$ cat src/rtl/uart_pkg.sv
// Shared definitions for the uart transmit arbiter: FSM encoding and default timeout.
package uart_pkg;

  typedef enum logic [1:0] {
    IDLE      = 2'd0,
    ISSUE     = 2'd1,
    WAIT_BUSY = 2'd2,
    WAIT_DONE = 2'd3
  } arb_state_t;

  localparam int unsigned DEFAULT_BUSY_TIMEOUT = 4;

endpackage

$ cat src/rtl/rr_arbiter.sv
// Combinational round-robin picker: searches from (ptr+1) mod N, returns one-hot and index.
module rr_arbiter #(
  parameter int unsigned N = 4,
  localparam int unsigned IW = $clog2(N)
) (
  input  logic [N-1:0]  req,
  input  logic [IW-1:0] ptr,
  output logic [N-1:0]  gnt,
  output logic [IW-1:0] gnt_idx
);

  int unsigned cand;
  logic [IW-1:0] cand_idx;
  logic found;

  always_comb begin
    gnt      = '0;
    gnt_idx  = '0;
    found    = 1'b0;
    cand     = 0;
    cand_idx = '0;
    for (int unsigned k = 1; k <= N; k++) begin
      cand     = (int'(ptr) + k) % N;
      cand_idx = cand[IW-1:0];
      if (!found && req[cand_idx]) begin
        found         = 1'b1;
        gnt[cand_idx] = 1'b1;
        gnt_idx       = cand_idx;
      end
    end
  end

endmodule

$ cat src/rtl/uart_tx_arbiter.sv
// Round-robin arbiter multiplexing NUM_REQ byte requesters onto one uart transmitter.
// Define UART_ARB_LOCK_EN to let a requester hold the grant across bytes via req_lock.
module uart_tx_arbiter
  import uart_pkg::*;
#(
  parameter int unsigned NUM_REQ      = 4,
  parameter int unsigned BUSY_TIMEOUT = DEFAULT_BUSY_TIMEOUT
) (
  input  logic                 clk,
  input  logic                 rst,
  input  logic [NUM_REQ-1:0]   req_valid,
  input  logic [8*NUM_REQ-1:0] req_data,
  input  logic [NUM_REQ-1:0]   req_lock,
  output logic [NUM_REQ-1:0]   req_ready,
  output logic                 uart_transmit,
  output logic [7:0]           uart_tx_byte,
  input  logic                 uart_is_transmitting,
  output logic [NUM_REQ-1:0]   grant,
  output logic                 busy,
  output logic                 timeout_err
);

  localparam int unsigned IW = $clog2(NUM_REQ);
  localparam int unsigned CW = $clog2(BUSY_TIMEOUT + 1);

  arb_state_t           state, state_nxt;
  logic [IW-1:0]        last_winner, win_idx;
  logic [NUM_REQ-1:0]   elig, win_oh;
  logic [CW-1:0]        cnt;
  logic                 accept, tmo;

`ifdef UART_ARB_LOCK_EN
  logic          lock_act;
  logic [IW-1:0] lock_own;

  assign elig = lock_act ? (req_valid & (NUM_REQ'(1) << lock_own)) : req_valid;

  // Only the owner can be accepted while locked, so any accept with lock=0 releases.
  always_ff @(posedge clk) begin
    if (rst) begin
      lock_act <= 1'b0;
      lock_own <= '0;
    end else if (tmo) begin
      lock_act <= 1'b0;
    end else if (accept) begin
      lock_act <= req_lock[win_idx];
      lock_own <= win_idx;
    end
  end
`else
  logic unused_lock;
  assign unused_lock = ^req_lock;
  assign elig        = req_valid;
`endif

  rr_arbiter #(.N(NUM_REQ)) u_rr (
    .req     (elig),
    .ptr     (last_winner),
    .gnt     (win_oh),
    .gnt_idx (win_idx)
  );

  assign accept        = (state == IDLE) && (|win_oh);
  assign req_ready     = (state == IDLE) ? win_oh : '0;
  assign uart_transmit = (state == ISSUE);
  assign busy          = (state != IDLE);
  assign timeout_err   = tmo;

  always_comb begin
    state_nxt = state;
    tmo       = 1'b0;
    case (state)
      IDLE:      if (accept) state_nxt = ISSUE;
      ISSUE:     state_nxt = WAIT_BUSY;
      WAIT_BUSY: begin
        if (uart_is_transmitting) begin
          state_nxt = WAIT_DONE;
        end else if (cnt == CW'(BUSY_TIMEOUT)) begin
          tmo       = 1'b1;
          state_nxt = IDLE;
        end
      end
      WAIT_DONE: if (!uart_is_transmitting) state_nxt = IDLE;
      default:   state_nxt = IDLE;
    endcase
  end

  always_ff @(posedge clk) begin
    if (rst) begin
      state        <= IDLE;
      grant        <= '0;
      uart_tx_byte <= '0;
      cnt          <= '0;
      last_winner  <= IW'(NUM_REQ - 1);
    end else begin
      state <= state_nxt;
      if (accept) begin
        grant        <= win_oh;
        uart_tx_byte <= req_data[8*win_idx +: 8];
        last_winner  <= win_idx;
      end else if (tmo || (state == WAIT_DONE && !uart_is_transmitting)) begin
        grant <= '0;
      end
      if (state == ISSUE)
        cnt <= '0;
      else if (state == WAIT_BUSY && !uart_is_transmitting && !tmo)
        cnt <= cnt + CW'(1);
    end
  end

endmodule

$ cat config.mk
export PLATFORM = sky130hd
export DESIGN_NAME = uart_tx_arbiter
export DESIGN_NICKNAME = d
export VERILOG_FILES = /design/src/rtl/uart_pkg.sv /design/src/rtl/rr_arbiter.sv /design/src/rtl/uart_tx_arbiter.sv
export SDC_FILE = /design/constraint.sdc
export NUM_CORES = 1
export LEC_CHECK = 0
export CAP_MARGIN = 20
export CORE_MARGIN = 2
export CORE_UTILIZATION = 45
export DETAILED_ROUTE_END_ITERATION = 6
export PLACE_DENSITY = 0.81
export SETUP_SLACK_MARGIN = 0.1
export SKIP_CTS_REPAIR_TIMING = 1
export SLEW_MARGIN = 20
export SYNTH_ARGS = -nofsm -noshare
export SYNTH_HDL_FRONTEND = slang
export SYNTH_SLANG_ARGS = --single-unit
$ cat constraint.sdc
create_clock -name clk -period 3.94 [get_ports clk]
set_input_delay 0.394 -clock clk [delete_from_list [all_inputs] [get_ports clk]]
set_output_delay 0.394 -clock clk [all_outputs]
set_load 0.02 [all_outputs]
# Yosys cells after proc, flatten, opt, wreduce, memory -nomap -nowiden
# Index checks and enable logic that the tools add are counted.
classes:
  eq_ne: 7
  order_cmp: 8
  mux: 38
  add_sub_neg: 5
  bitwise_logic: 3
  n_shift: 1
  n_reduce_logical: 23
op_table:
  columns: ["operator", "count"]
  rows:
  - ["$shiftx A32 B6 Y8", 1]
  - ["$mux W4", 7]
  - ["$mux W2", 8]
  - ["$mux W1", 14]
  - ["$lt A2 B3 Y1 const B", 4]
  - ["$or A4 B4 Y4", 3]
  - ["$logic_and A1 B1 Y1", 11]
  - ["$bmux W1 S2", 4]
  - ["$demux W1 S2", 4]
  - ["$ge A2 B1 Y1 const B", 4]
  - ["$pmux W2 S4", 1]
  - ["$logic_not A1 Y1", 5]
  - ["$add A2 B1 Y2 const B", 2]
  - ["$add A2 B2 Y2 const B", 2]
  - ["$eq A2 B2 Y1 const B", 2]
  - ["$ne A2 B2 Y1 const B", 2]
  - ["$reduce_bool A2 Y1", 2]
  - ["$reduce_or A4 Y1", 1]
  - ["$add A3 B1 Y3 const B", 1]
  - ["$eq A3 B3 Y1 const B", 1]
  - ["$ne A3 B3 Y1 const B", 1]
  - ["$reduce_and A3 Y1", 1]
  - ["$eq A2 B1 Y1 const B", 1]
  - ["$logic_not A2 Y1", 1]
  - ["other kinds (2)", 2]
word_totals:
  in_bits: 43
  out_inout_bits: 19
  reg_bits: 19

# Longest topological paths before layout
logic_depth:
  depth_word: 17
  ltp_mapped: 13
  depth_no_buf: 9

# Cells and area by module
# From an unflattened synthesis, not the netlist that was laid out.
hier_totals:
  hier_cells: 179
  hier_area_um2: 1571.5
by_module_without_submodules:
  columns: ["mod", "area_per_inst_um2", "cells_per_inst", "n_inst"]
  rows:
  - ["uart_tx_arbiter", 1026.0, 111, 1]
  - ["rr_arbiter", 545.5, 68, 1]

# Least setup slack after synthesis
# Ideal clock, no wire load.
synth_timing:
  kind: "register to register"
  start: "register last_winner[1]"
  end: "register uart_tx_byte[3]"
  path_stages_with_launch: 12
  period_less_slack_ns: 3.280
  setup_slack_ns: 0.660
  t_arrival_ns: 3.163
  cell_sequence: "dfxtp_1 > clkbuf_1 > inv_1 > ha_1 > buf_6 > mux2_4 > mux2_4 > a2111oi_4 > o2bb2ai_1 > o41ai_4 > nor2_2 > a22o_1"
synth_via:
  elab_chain_cells: 15
  elab_cells_between_ends: 55
  classes_between: "add/sub (4); order compare (8); shift (1); mux (27); bitwise (3); reduce/logical (12)"
synth_lines:
  columns: ["element", "line_no", "text"]
  rows:
  - ["from (decl)", "uart_tx_arbiter.sv:27", "logic [IW-1:0] last_winner, win_idx;"]
  - ["from (signal assigned)", "uart_tx_arbiter.sv:94", "last_winner <= IW'(NUM_REQ - 1);"]
  - ["from (signal assigned)", "uart_tx_arbiter.sv:100", "last_winner <= win_idx;"]
  - ["parallel branches: the longest is 15 deep, another holds $add A2 B1 Y2", null, null]
  - ["to (signal assigned)", "uart_tx_arbiter.sv:99", "uart_tx_byte <= req_data[8*win_idx +: 8];"]
  - ["to (decl)", "uart_tx_arbiter.sv:16", "output logic [7:0] uart_tx_byte,"]
# Several ways; the timed one is not identified. The select of a mux whose other input is x is not followed.
# A chain may end at the register's enable or synchronous reset.

# Worst setup path after layout
layout_timing:
  start: "register last_winner[0]"
  end: "output port req_ready[1]"
layout_via:
  elab_chain_cells: 14
  elab_cells_between_ends: 49
  classes_between: "add/sub (4); order compare (8); mux (24); bitwise (3); reduce/logical (10)"
layout_lines:
  columns: ["element", "line_no", "text"]
  rows:
  - ["parallel branches: the longest is 12 deep, another holds $lt A2 B3 Y1", null, null]
  - ["$mux W4 (*)", "rr_arbiter.sv:25", "if (!found && req[cand_idx]) begin"]
  - ["$mux W4 (*)", "uart_tx_arbiter.sv:64", "assign req_ready = (state == IDLE) ? win_oh : '0;"]
  - ["to (decl)", "uart_tx_arbiter.sv:14", "output logic [NUM_REQ-1:0] req_ready,"]
# Mark *: on every way between the ends. The select of a mux whose other input is x is not followed.

==> qor.txt <==
Register area share after synthesis - 22.5%
Final hold violations - 0
Final Max Slew Viols - 0
Yosys warnings - 0
Minimum clock period - 3.63 ns
Num Clock Sinks - 19
Reg2Reg Launch Point - last_winner[0]
# DRC - 0
CTS Buf Count - 3
Post-Route WL - 4000 microns
Max_cap viols - 0
Arrival @ worst endpoint - 3.24 ns
Vias in the first global route - 1,627
Diodes inserted - 0
DP HPWL - 3060 microns
Layout cell share with drive strength beyond 1 - 10.1%
Startpoint Class - flop
First-pass GRT wire length - 7020 microns
Clk root buf - clkbuf_8
Hold Crit Start - grant[2]
Core ar. - 3630 sq um
Final net count - 301
Setup TNS - 0 ns
Outcome - finished clean
Period utilisation layout - 92.2%
Crit path max-delay family - multiplexers
Reg2reg setup slack - 0.72 ns
Switching Fraction - 44.7%
Die Area - 4260 sq um
CP Cell Sequence - inv_2 -> ha_1 -> mux2_4 -> mux2_4 -> a2111oi_1 -> o2bb2ai_1 -> and2_1 -> clkdlybuf4s50_1
Worst Hold Class - flop to flop
Filler cells - 321
Register share of total power - 18.0%
CP Buf/Inv Count - 2
Setup violators final - 0
Post-synth EDFFs - 0
Most frequent cells in the layout - 57 x clkdlybuf4s50_1, 28 x mux2i_1, 19 x dfxtp_1
Crit-path most repeated cell - mux2_4
Worst Hold End - grant[2]
CP peak stage delay - 0.53 ns
Routed length per instance - 13.6 microns
Synthesized instance count - 188
Most common cell after layout, fill and taps aside - clkdlybuf4s50_1
Least-Margin Pin Slew - 0.597 ns
FMAX - 0.275 GHz
Area growth syn-to-layout - 40.7%
Die width - 65.3 microns
RSZ-0062 raised after global routing - no
FF-to-FF path depth - 11
Worst Setup SP - last_winner[0]
CP Class - flop to primary output
Starting Density - 46.5%
Headroom to the max-slew limit - 60.1%
Die height - 65.3 microns
Post-layout util - 65.4%
Critical path peak fanout - 8
Antenna violations before repair - 0
Hold depth - 1
Total GRT Usage - 20.3%
ANT nets after route - 0
Synth Area per Inst - 8.98 sq um
Synth Register Bits - 19
Port Buf Inserts - 57
CTS tree - yes
CP endpoint kind - primary output
Required time worst endpoint - 3.55 ns
Clock-pin slew on the worst setup and hold paths - 0.07 ns
Mapped Area - 1690 sq um
DR iter-0 viols - 92
Largest net degree at the start of global routing - 25
P per Cell Area - 692 nW/um^2
Num rows - 22
Routability cong. - 0.819
Switch Pwr - 0.735 mW
Clock Skew - 0.00295 ns
DR pass1 iterations - 4
IO Count - 62
Int Power - 0.910 mW
Comb power frac - 73.9%
FF-to-FF End - last_winner[0]
Worst-Skew Late Latency - 0.25 ns
Clock buffer depth - 2
Async S/R FF share, synth - 0%
Clock power frac - 8.1%
Syn Nets - 241
Slowest CP cell - clkdlybuf4s50_1
H-tree Lvls - 1
Dominant synthesized flop cell - dfxtp_1
Leakage - 0.989 nW
GRT Residual Overflow - 0
Via count - 1,585
IR drop worst, VDD - 0.000390 V
Via-to-Cell Ratio - 5.37
Count of cell types in the netlist - 44
## layer usage
metal  GRT usage [%]  wire, microns
met1            22.3           1680
met2            39.3           2110
met3            4.79            196
met4            3.91             17
met5               0              0
## through the flow
stage	power [mW]	std cells	area (sq um)	hold slack, ns	setup WS, ns
after CTS	1.64	295	2370	0.491	0.352
after detailed placement	1.50	291	2320	0.471	0.462
after global routing	1.77	295	2380	0.531	0.156
after global placement	1.48	291	2320	0.470	0.474
final	1.64	295	2380	0.487	0.307
after floorplan	1.15	188	1690	0.475	0.660
## power groups by stage
stage                     Sequential (mW)  Combinational (mW)  Clock (mW)
after floorplan                     0.353               0.793           0
after global placement              0.298                1.18           0
after detailed placement            0.298                1.21           0
after CTS                           0.296                1.21       0.137
after global routing                0.304                1.32       0.148
final                               0.296                1.21       0.134
## sequential cells by signal, indices dropped and copies added, names as in the netlist
name          cells
last_winner       2
uart_tx_byte      8
grant             4
cnt               3
state             2
## layout make-up
cell class	instances	area [sq um]	share of cell area (%)
Clock buffer	3	41.3	1.74
Clock inverter	1	5.00	0.211
Inverter	6	22.5	0.948
Multi-Input combinational cell	153	1240	52.0
Sequential cell	19	380	16.0
Tap cell	48	60.1	2.53
Timing Repair Buffer	65	631	26.5
## synthesized netlist by cell type, drive strengths merged (2+ instances only)
cell	number	area (sq um)
nand3b	2	15.0
a2111oi	4	55.1
o22ai	5	31.3
and3	8	50.1
ha	10	125
nor2b	9	56.3
dfxtp	19	380
mux2i	30	300
nor3	2	10.0
a21oi	6	30.0
nor2	17	66.3
buf	8	51.3
a22o	13	114
nand2b	6	37.5
and2	5	31.3
nand2	10	37.5
o2bb2ai	4	35.0
or3b	2	17.5
mux2	5	67.6
inv	6	22.5
clkbuf	2	7.51
## worst max-delay path by stage
stage                      end  slack, ns  depth (start not counted)
4_1_cts           req_ready[3]       0.35                          8
5_1_grt           req_ready[3]       0.16                          8
6_report          req_ready[1]       0.31                          8
2_1_floorplan  uart_tx_byte[3]       0.66                         11
3_3_place_gp      req_ready[1]       0.47                          7
3_5_place_dp      req_ready[1]       0.46                          7
## cell families after synthesis
family	Yosys count	synth area share (%)
adder cells (fa/ha/maj)	10	7.41
AND/OR/NAND/NOR	66	21.3
multiplexers	35	21.8
flip-flops	19	22.5
buffers and inverters	16	4.81
XOR/XNOR	2	1.04
AO/OA/AOI/OAI	40	21.1
(Power assumes the default switching activity.)
